**src/rtl/gpio_ws281x_drv.sv**
```systemverilog
// rtl/gpio_ws281x_drv.sv - single-channel WS281x serial LED driver with pixel FIFO
//
// Serialises 24-bit pixel words MSB-first as NRZ high/low pulses, then holds the
// line low for a latch period once the FIFO runs dry.
//
// Ports:
//   mclk        system clock
//   h_reset     synchronous active-high reset
//   cfg_enable  driver enable; low aborts transmission and flushes the FIFO
//   cfg_t0h     high time of a '0' bit (mclk cycles, 0 treated as 1)
//   cfg_t1h     high time of a '1' bit (mclk cycles, 0 treated as 1)
//   cfg_tbit    total bit period (mclk cycles, 0 treated as 1)
//   cfg_treset  latch low time after the last pixel (mclk cycles, 0 treated as 1)
//   pix_valid   push request
//   pix_data    pixel word, bit 23 sent first
//   pix_ready   FIFO can accept a word
//   fifo_cnt    FIFO occupancy
//   ws_dout     registered serial output to the pad
//   busy        transmitter not idle

module gpio_ws281x_drv #(
    parameter int FIFO_DEPTH = 4,
    parameter int CNT_W      = 16
) (
    input  logic                        mclk,
    input  logic                        h_reset,
    input  logic                        cfg_enable,
    input  logic [CNT_W-1:0]            cfg_t0h,
    input  logic [CNT_W-1:0]            cfg_t1h,
    input  logic [CNT_W-1:0]            cfg_tbit,
    input  logic [CNT_W-1:0]            cfg_treset,
    input  logic                        pix_valid,
    input  logic [23:0]                 pix_data,
    output logic                        pix_ready,
    output logic [$clog2(FIFO_DEPTH):0] fifo_cnt,
    output logic                        ws_dout,
    output logic                        busy
);

    localparam int AW = $clog2(FIFO_DEPTH);
    localparam logic [AW:0]      FULL_CNT = (AW+1)'(FIFO_DEPTH);
    localparam logic [AW:0]      CNT_ONE  = (AW+1)'(1);
    localparam logic [AW-1:0]    PTR_ONE  = AW'(1);
    localparam logic [CNT_W-1:0] ONE      = CNT_W'(1);

    typedef enum logic [2:0] {
        ST_IDLE,
        ST_LOAD,
        ST_HIGH,
        ST_LOW,
        ST_RST
    } state_t;

    state_t           r_state;
    state_t           w_next_state;

    logic [23:0]      r_mem [FIFO_DEPTH];
    logic [AW-1:0]    r_wr_ptr;
    logic [AW-1:0]    r_rd_ptr;
    logic [AW:0]      r_fifo_cnt;
    logic             r_live;
    logic [23:0]      r_shift;
    logic [4:0]       r_bit_cnt;
    logic [CNT_W-1:0] r_cnt;
    logic             r_dout;

    logic             w_fifo_empty;
    logic             w_fifo_full;
    logic             w_push;
    logic             w_pop;
    logic             w_cnt_zero;
    logic             w_dout_next;
    logic [23:0]      w_head;
    logic [CNT_W-1:0] w_t0h;
    logic [CNT_W-1:0] w_t1h;
    logic [CNT_W-1:0] w_tbit;
    logic [CNT_W-1:0] w_treset;
    logic [CNT_W-1:0] w_th_cur;
    logic [CNT_W-1:0] w_th_next;
    logic [CNT_W-1:0] w_th_head;
    logic [CNT_W-1:0] w_tlow;

    // Zero-valued timing fields behave as one cycle.
    assign w_t0h    = (cfg_t0h    == '0) ? ONE : cfg_t0h;
    assign w_t1h    = (cfg_t1h    == '0) ? ONE : cfg_t1h;
    assign w_tbit   = (cfg_tbit   == '0) ? ONE : cfg_tbit;
    assign w_treset = (cfg_treset == '0) ? ONE : cfg_treset;

    assign w_fifo_empty = (r_fifo_cnt == '0);
    assign w_fifo_full  = (r_fifo_cnt == FULL_CNT);
    assign w_head       = r_mem[r_rd_ptr];
    assign w_cnt_zero   = (r_cnt == '0);

    // High time of the bit on the line now, of the bit after the next shift,
    // and of the MSB of the word about to be popped.
    assign w_th_cur  = r_shift[23] ? w_t1h : w_t0h;
    assign w_th_next = r_shift[22] ? w_t1h : w_t0h;
    assign w_th_head = w_head[23]  ? w_t1h : w_t0h;

    // Low part of the bit; never shorter than one cycle even if tbit <= thigh.
    assign w_tlow = (w_tbit > w_th_cur) ? (w_tbit - w_th_cur) : ONE;

    // r_live keeps pix_ready low for the cycle right after a reset.
    assign pix_ready = cfg_enable & r_live & ~w_fifo_full;
    assign w_push    = pix_valid & pix_ready;

    assign fifo_cnt = r_fifo_cnt;
    assign ws_dout  = r_dout;
    assign busy     = (r_state != ST_IDLE);

    always_ff @(posedge mclk) begin
        if (h_reset) begin
            r_state <= ST_IDLE;
        end else begin
            r_state <= w_next_state;
        end
    end

    always_comb begin
        w_next_state = r_state;
        case (r_state)
            ST_IDLE: if (!w_fifo_empty) w_next_state = ST_LOAD;
            ST_LOAD: w_next_state = ST_HIGH;
            ST_HIGH: if (w_cnt_zero) w_next_state = ST_LOW;
            ST_LOW: begin
                if (w_cnt_zero) begin
                    if ((r_bit_cnt != 5'd0) || !w_fifo_empty) begin
                        w_next_state = ST_HIGH;
                    end else begin
                        w_next_state = ST_RST;
                    end
                end
            end
            ST_RST:  if (w_cnt_zero) w_next_state = ST_IDLE;
            default: w_next_state = ST_IDLE;
        endcase
        if (!cfg_enable) begin
            w_next_state = ST_IDLE;
        end
    end

    // Pops happen on LOAD and on the last cycle of a pixel when another word
    // is waiting, which keeps consecutive pixels gapless.
    always_comb begin
        w_pop = 1'b0;
        if (cfg_enable) begin
            case (r_state)
                ST_LOAD: w_pop = 1'b1;
                ST_LOW:  w_pop = w_cnt_zero && (r_bit_cnt == 5'd0) && !w_fifo_empty;
                default: w_pop = 1'b0;
            endcase
        end
        w_dout_next = (w_next_state == ST_HIGH);
    end

    always_ff @(posedge mclk) begin
        if (h_reset) begin
            r_live <= 1'b0;
        end else begin
            r_live <= 1'b1;
        end
    end

    always_ff @(posedge mclk) begin
        if (w_push) begin
            r_mem[r_wr_ptr] <= pix_data;
        end
    end

    always_ff @(posedge mclk) begin
        if (h_reset || !cfg_enable) begin
            r_wr_ptr   <= '0;
            r_rd_ptr   <= '0;
            r_fifo_cnt <= '0;
            r_shift    <= '0;
            r_bit_cnt  <= '0;
            r_cnt      <= '0;
            r_dout     <= 1'b0;
        end else begin
            if (w_push) begin
                r_wr_ptr <= r_wr_ptr + PTR_ONE;
            end
            if (w_pop) begin
                r_rd_ptr <= r_rd_ptr + PTR_ONE;
            end
            if (w_push && !w_pop) begin
                r_fifo_cnt <= r_fifo_cnt + CNT_ONE;
            end else if (!w_push && w_pop) begin
                r_fifo_cnt <= r_fifo_cnt - CNT_ONE;
            end

            r_dout <= w_dout_next;

            case (r_state)
                ST_LOAD: begin
                    r_shift   <= w_head;
                    r_bit_cnt <= 5'd23;
                    r_cnt     <= w_th_head - ONE;
                end
                ST_HIGH: begin
                    r_cnt <= w_cnt_zero ? (w_tlow - ONE) : (r_cnt - ONE);
                end
                ST_LOW: begin
                    if (w_cnt_zero) begin
                        if (r_bit_cnt != 5'd0) begin
                            r_shift   <= {r_shift[22:0], 1'b0};
                            r_bit_cnt <= r_bit_cnt - 5'd1;
                            r_cnt     <= w_th_next - ONE;
                        end else if (!w_fifo_empty) begin
                            r_shift   <= w_head;
                            r_bit_cnt <= 5'd23;
                            r_cnt     <= w_th_head - ONE;
                        end else begin
                            r_cnt <= w_treset - ONE;
                        end
                    end else begin
                        r_cnt <= r_cnt - ONE;
                    end
                end
                ST_RST: begin
                    if (!w_cnt_zero) begin
                        r_cnt <= r_cnt - ONE;
                    end
                end
                default: begin
                end
            endcase
        end
    end

endmodule

```
**config.mk**
```make
export PLATFORM = sky130hd
export DESIGN_NAME = gpio_ws281x_drv
export DESIGN_NICKNAME = d
export VERILOG_FILES = /design/src/rtl/gpio_ws281x_drv.sv
export SDC_FILE = /design/constraint.sdc
export NUM_CORES = 1
export LEC_CHECK = 0
export CORE_ASPECT_RATIO = 0.7
export CORE_MARGIN = 2
export CORE_UTILIZATION = 60
export DETAILED_ROUTE_END_ITERATION = 7
export PLACE_DENSITY_LB_ADDON = 0.12
export SLEW_MARGIN = 0
export SYNTH_ARGS = -nofsm -noshare
export SYNTH_HDL_FRONTEND = slang
export SYNTH_SLANG_ARGS = --single-unit
```
**constraint.sdc**
```tcl
create_clock -name mclk -period 8 [get_ports mclk]
set_input_delay 0.8 -clock mclk [delete_from_list [all_inputs] [get_ports mclk]]
set_output_delay 0.8 -clock mclk [all_outputs]
set_load 0.1 [all_outputs]
```
Word-level counts from Yosys, hierarchy flattened:

Memories as Yosys holds them, arrays and structs flattened. A register that Yosys moved wholly into a read port is not among the register bits.
Cells that the tools add are included.

* divide/modulo/power cells: 0
* bitwise logic cells: 4
* shifts and indexed selects: 0
* $add $sub $neg: 11
* reduce and logical (&&, ||, !) cells: 25
* $mul: 0
* muxes and demuxes: 38
* $lt $le $gt $ge: 1
* equal/unequal tests: 9

Operators by type and width (count)
* $mux W16: 13
* $logic_not A16 Y1: 5
* $sub A16 B1 Y16 const B: 5
* $mux W24: 3
* $pmux W16 S4: 1
* $pmux W24 S2: 1
* $mux W3: 8
* $gt A16 B16 Y1: 1
* $sub A16 B16 Y16: 1
* $mux W5: 3
* $pmux W3 S5: 1
* $pmux W5 S2: 1
* $eq A3 B2 Y1 const B: 3
* $eq A3 B3 Y1 const B: 2
* $logic_not A3 Y1: 2
* $logic_not A5 Y1: 1
* $reduce_bool A5 Y1: 1
* $sub A5 B1 Y5 const B: 1
* $add A2 B1 Y2 const B: 2
* $logic_and A1 B1 Y1: 4
* $logic_not A1 Y1: 4
* $mux W1: 4
* $mux W2: 2
* $ne A2 B2 Y1 const B: 2
* other kinds (13): 17

* word-level logic and storage cells: 98
* bits in registers: 57
* output and inout bits: 6
* RAM bits: 96
* input bits: 92
* bits in latches: 0
* memories kept: 1
* bits in read-only memories: 0

Memories
* r_mem: words 4, width 24, read ports 1, clocked after Yosys merged registers in 1, wr ports 1, line 57 `logic [23:0] r_mem [FIFO_DEPTH];`

Depth between registers and ports, before layout:

* depth in word-level cells: 8
* mapped depth: 23
* gate-level depth less buffers: 20

Worst setup path before layout:

No wires, ideal clock.

* path kind: input port to flip-flop
* start: input cfg_t1h[6]
* end: register r_cnt[12]
* path buffers: 3
* stages: 23
* arrival: 4.662 ns
* data required time: 7.878 ns
* slack: 3.216 ns
* cell sequence: clkbuf_1 nor4_2 nand4_1 nor2_1 nor2_1 mux2i_1 ha_1 inv_1 fa_1 a211o_1 a21o_1 o21ai_0 o21ai_1 and2_1 clkbuf_1 nand2_1 ha_1 clkbuf_1 inv_1 nor3_1 nand2_1 o2111ai_1 a21oi_1

* cells in the longest elaborated chain, start to end: 8
* elaborated cells between the ends (all ways): 16
* classes of those cells: 4 x add/sub; 1 x order compare; 10 x mux; 1 x reduce/logical

RTL lines
* from (decl): line 29 `input logic [CNT_W-1:0] cfg_t1h,`
* $logic_not A16 Y1: line 85 `assign w_t1h = (cfg_t1h == '0) ? ONE : cfg_t1h;`
* $mux W16 *: line 85
* $mux W16 (on tied branches): line 96, 98
* $sub A16 B16 Y16, or another cell as far along: line 101 `assign w_tlow = (w_tbit > w_th_cur) ? (w_tbit - w_th_cur) : ONE;`
* $mux W16 (on tied branches): line 101, 209
* $sub A16 B1 Y16 or $mux W16 (tied branches): line 201, 205
* $mux W16 (on tied branches): line 201, 204
* $pmux W16 S4 *: line 194 `case (r_state)`
* to (signal assigned): line 198 `r_cnt <= w_th_head - ONE;`
* to (signal assigned): line 201 `r_cnt <= w_cnt_zero ? (w_tlow - ONE) : (r_cnt - ONE);`
* to (signal assigned): line 208 `r_cnt <= w_th_next - ONE;`
* to (decl): line 64 `logic [CNT_W-1:0] r_cnt;`

Mark *: on every way between the ends. The rest lies on a longest branch, timed or not.
A chain may end at the register's enable or synchronous reset.

Worst setup path in the final report:

* start: input cfg_t1h[6]
* end: register r_cnt[15]

Same word-level chain as after synthesis.

==> results.ini <==
[run_status]
status=completed

[logic_synthesis]
yosysSeqAreaShare_pct=40.2
synth_xor_area_share_pct=6.94
synth_fa_ha_area_share_pct=3.74
synth-seq-cells=155
ys.flop_type=edfxtp_1
syn_area_mm2=0.0101
syn_area_per_cell_um2=9.75
yosysWarnings=0
synthSimpleGateAreaFrac_pct=16.6
synth_top_family_by_area=simple AND/OR/NAND/NOR gates
syn-num-nets=1157
async_flop_share_pct=0
netlist-cell-type-count=73
syn_inst=1036
muxShareOfSynthArea_pct=12.3
synth_compound_area_share_pct=16.2
synth_edf_count=96

[cts]
cts.clk_slew.worst_paths_ns=0.07
cts-root-buf=clkbuf_16
postCtsSetupRepairBufs=0
cts_tree=done
cts_buffers=17
ctsHoldBuffers=0
cts.sinks=155
clock_latency_ns=0.42
htree_levels=4
ctsLongestPathBuffers=2
cts-resized-gates=0

[timing]
final.setup.tns_ns=0
tightest_slew_ns=1.24
timing.clock.skew_ns=0.00740
finalHoldViolCount=0
rsz0062_at_grt=false
drv_slew=0
finalCriticalPeriod_ns=5.46
max_freq_mhz=183
timing.slew.headroom_pct=17.2
setup_violations=0
period_share_pct=68.2

[job]
drv_cap=0

[worst_hold_path]
min_from=r_shift[8]
hp-class=register to register
whs_path_depth=2
min_to=r_shift[8]

[critical_path]
end_kind=register
critical_path.slowest_cell=clkdlybuf4s50_1
cp.depth=18
worstSetupPathType=input pin to register
cpLargestDelayFamily=simple AND/OR/NAND/NOR gates
cp-start-kind=input pin
critPathArrivalTime_ns=5.77
critPathRequiredTime_ns=8.31
critPathMaxFanout=6
max_stage_delay_ns=0.55
cp_cell_sequence=clkdlybuf4s50_1 -> nor4_2 -> nand4_1 -> nor2_1 -> nor2_1 -> mux2i_1 -> ha_1 -> inv_1 -> fa_1 -> a211o_1 -> a21oi_1 -> a21oi_1 -> xnor2_1 -> nand4_1 -> nor4b_2 -> and3_1 -> nor4_1 -> or3_1
r2r_end=r_cnt[10]
worst-r2r-cell-count=14
cp.buffers_inverters=2
reg2reg_setup_slack_ns=3.28

[floorplanning]
die_w_um=159
io_pins=98
die_h_um=113
initial_core_util_pct=61.6
rows=39
design.core.area_mm2=0.0164
dieArea_mm2=0.0179

[detailed_routing]
drc=0
wl_met3_mm=3.78
wl_met1_mm=13.3
routed-wl-met2_mm=11.5
wl_per_cell_um=21.8
drtIter0Drc=1305
vias=8775
highest_layer=met4
viasPerCell=6.61
dr.pass1.iters=5
drt-total-wl_mm=28.9
antenna_left=0

[layout]
final_core_util_pct=71.7
diodes=0
fin_cells=1327
areaGrowthSynthToFinish_pct=16.5
nNetsFinal=1211
layout-drive-gt1-share_pct=7.89

[grt]
grt_pass1_wl_mm=45.3
grt_pass1_vias=8151
antenna_found_initial=0
grt_overflow=0
grt_start_max_net_pins=54
track_usage_pct=32.5

[place]
dpl.hpwl_mm=20.9
io_buffers=97
gp_congestion=1.00
place_inst=1296

[pwr]
ir_worst_vdd_mv=0.149
p_leak_nw=3.94
power_density_mw_per_mm2=174

-- layout make-up --
class / instances / area (µm²)
fillers: 1249 / 4630
clock buffers: 17 / 425
flip-flops and latches: 155 / 4070
well taps: 225 / 282
clock inverters: 14 / 173
inverters: 25 / 93.8
repair buffers: 110 / 1070
multi-input cells: 781 / 5660
-- worst max path at each step --
stage	from	endpoint	slack, ns
6_report	cfg_t1h[6]	r_cnt[15]	2.54
4_1_cts	cfg_t1h[6]	r_cnt[15]	2.64
2_1_floorplan	cfg_t1h[6]	r_cnt[12]	3.22
3_3_place_gp	cfg_t0h[6]	r_cnt[15]	2.32
3_5_place_dp	cfg_t1h[6]	r_cnt[15]	2.20
5_1_grt	cfg_t1h[6]	r_cnt[12]	2.06
-- power breakdown --
group	switching [W]	internal, W	leakage [nW]
clock network	0.000349	0.000473	0.296
registers	0.00000611	0.000855	1.34
logic	0.000219	0.000142	2.30
-- layout by cell type (no fill, tap or decap), types with 24 or more instances in the layout --
master           synthesis  layout
xor2_1                  39      39
mux4_2                  24      24
xnor2_1                 41      41
dfxtp_1                 59      58
edfxtp_1                96      96
inv_1                   25      25
clkdlybuf4s50_1          0      97
nor3_1                  35      34
nor2_1                 110     109
mux2i_1                 67      67
a211oi_1                33      33
nand2_1                 62      62
ha_1                    27      27
a21oi_1                 59      59
o21ai_0                 39      39
-- flip-flops by register name (all words and copies together), names as in the netlist, named ones only --
register and count:
r_wr_ptr 2, r_rd_ptr 2, r_cnt 16, ws_dout 1, r_shift 24, fifo_cnt 3
r_live 1, r_state 3, r_mem 96, r_bit_cnt 5
-- stage by stage --
| stage | power, W | area, µm² | worst slack (ns) | hold WS, ns |
|---|---|---|---|---|
| floorplan | 0.00110 | 10100 | 3.22 | 0.450 |
| global placement | 0.00122 | 11200 | 2.32 | 0.463 |
| detailed placement | 0.00122 | 11200 | 2.20 | 0.490 |
| CTS | 0.00204 | 11800 | 2.64 | 0.501 |
| global route | 0.00211 | 11800 | 2.06 | 0.515 |
| finish | 0.00204 | 11800 | 2.54 | 0.500 |
-- cells in the mapped netlist, drive strengths merged (9+ instances only) --
master	number	area share (%)
nor2	111	4.2
edfxtp	96	29
clkbuf	67	2.5
mux2i	67	6.6
nand2	62	2.3
a21oi	60	3.0
dfxtp	59	12
o21ai	52	2.6
xnor2	41	3.6
xor2	39	3.4
nor3	36	1.8
a211oi	35	2.8
ha	27	3.3
nor4	26	2.1
inv	25	0.93
mux4	24	5.4
or3	20	1.2
nand3	19	0.94
a21o	10	0.74
nand2b	10	0.62
o221ai	10	0.87
o211ai	9	0.67
-- kinds of logic (layout without fill, tap and decap cells) --
logic type | Yosys count | count (layout)
multiplexers | 94 | 94
AO/OA/AOI/OAI | 245 | 245
buffers and inverters | 100 | 166
adder cells (fa/ha/maj) | 29 | 29
flip-flops | 155 | 155
XOR/XNOR | 80 | 80
AND/OR/NAND/NOR | 333 | 333
-- worst reg2reg max path, delay by kind of cell, from the launching register on --
| kind | cells | cell delay, ns |
|---|---|---|
| adders and majority gates | 1 | 0.35 |
| muxes | 1 | 0.93 |
| xor gates and xnor gates | 1 | 0.16 |
| AOI/OAI and AO/OA | 5 | 1.44 |
| and+or+nand+nor | 3 | 0.66 |
| DFF | 1 | 0.31 |
| buffers and inverters | 3 | 0.75 |
-- routing by layer --
layer  track usage [%]  vias up
met2              42.7      508
met5                 0        -
met1              50.9     4218
li1                  -     4012
met3              12.3       37
met4              5.82        0
Power figures use the tool's default switching activity.
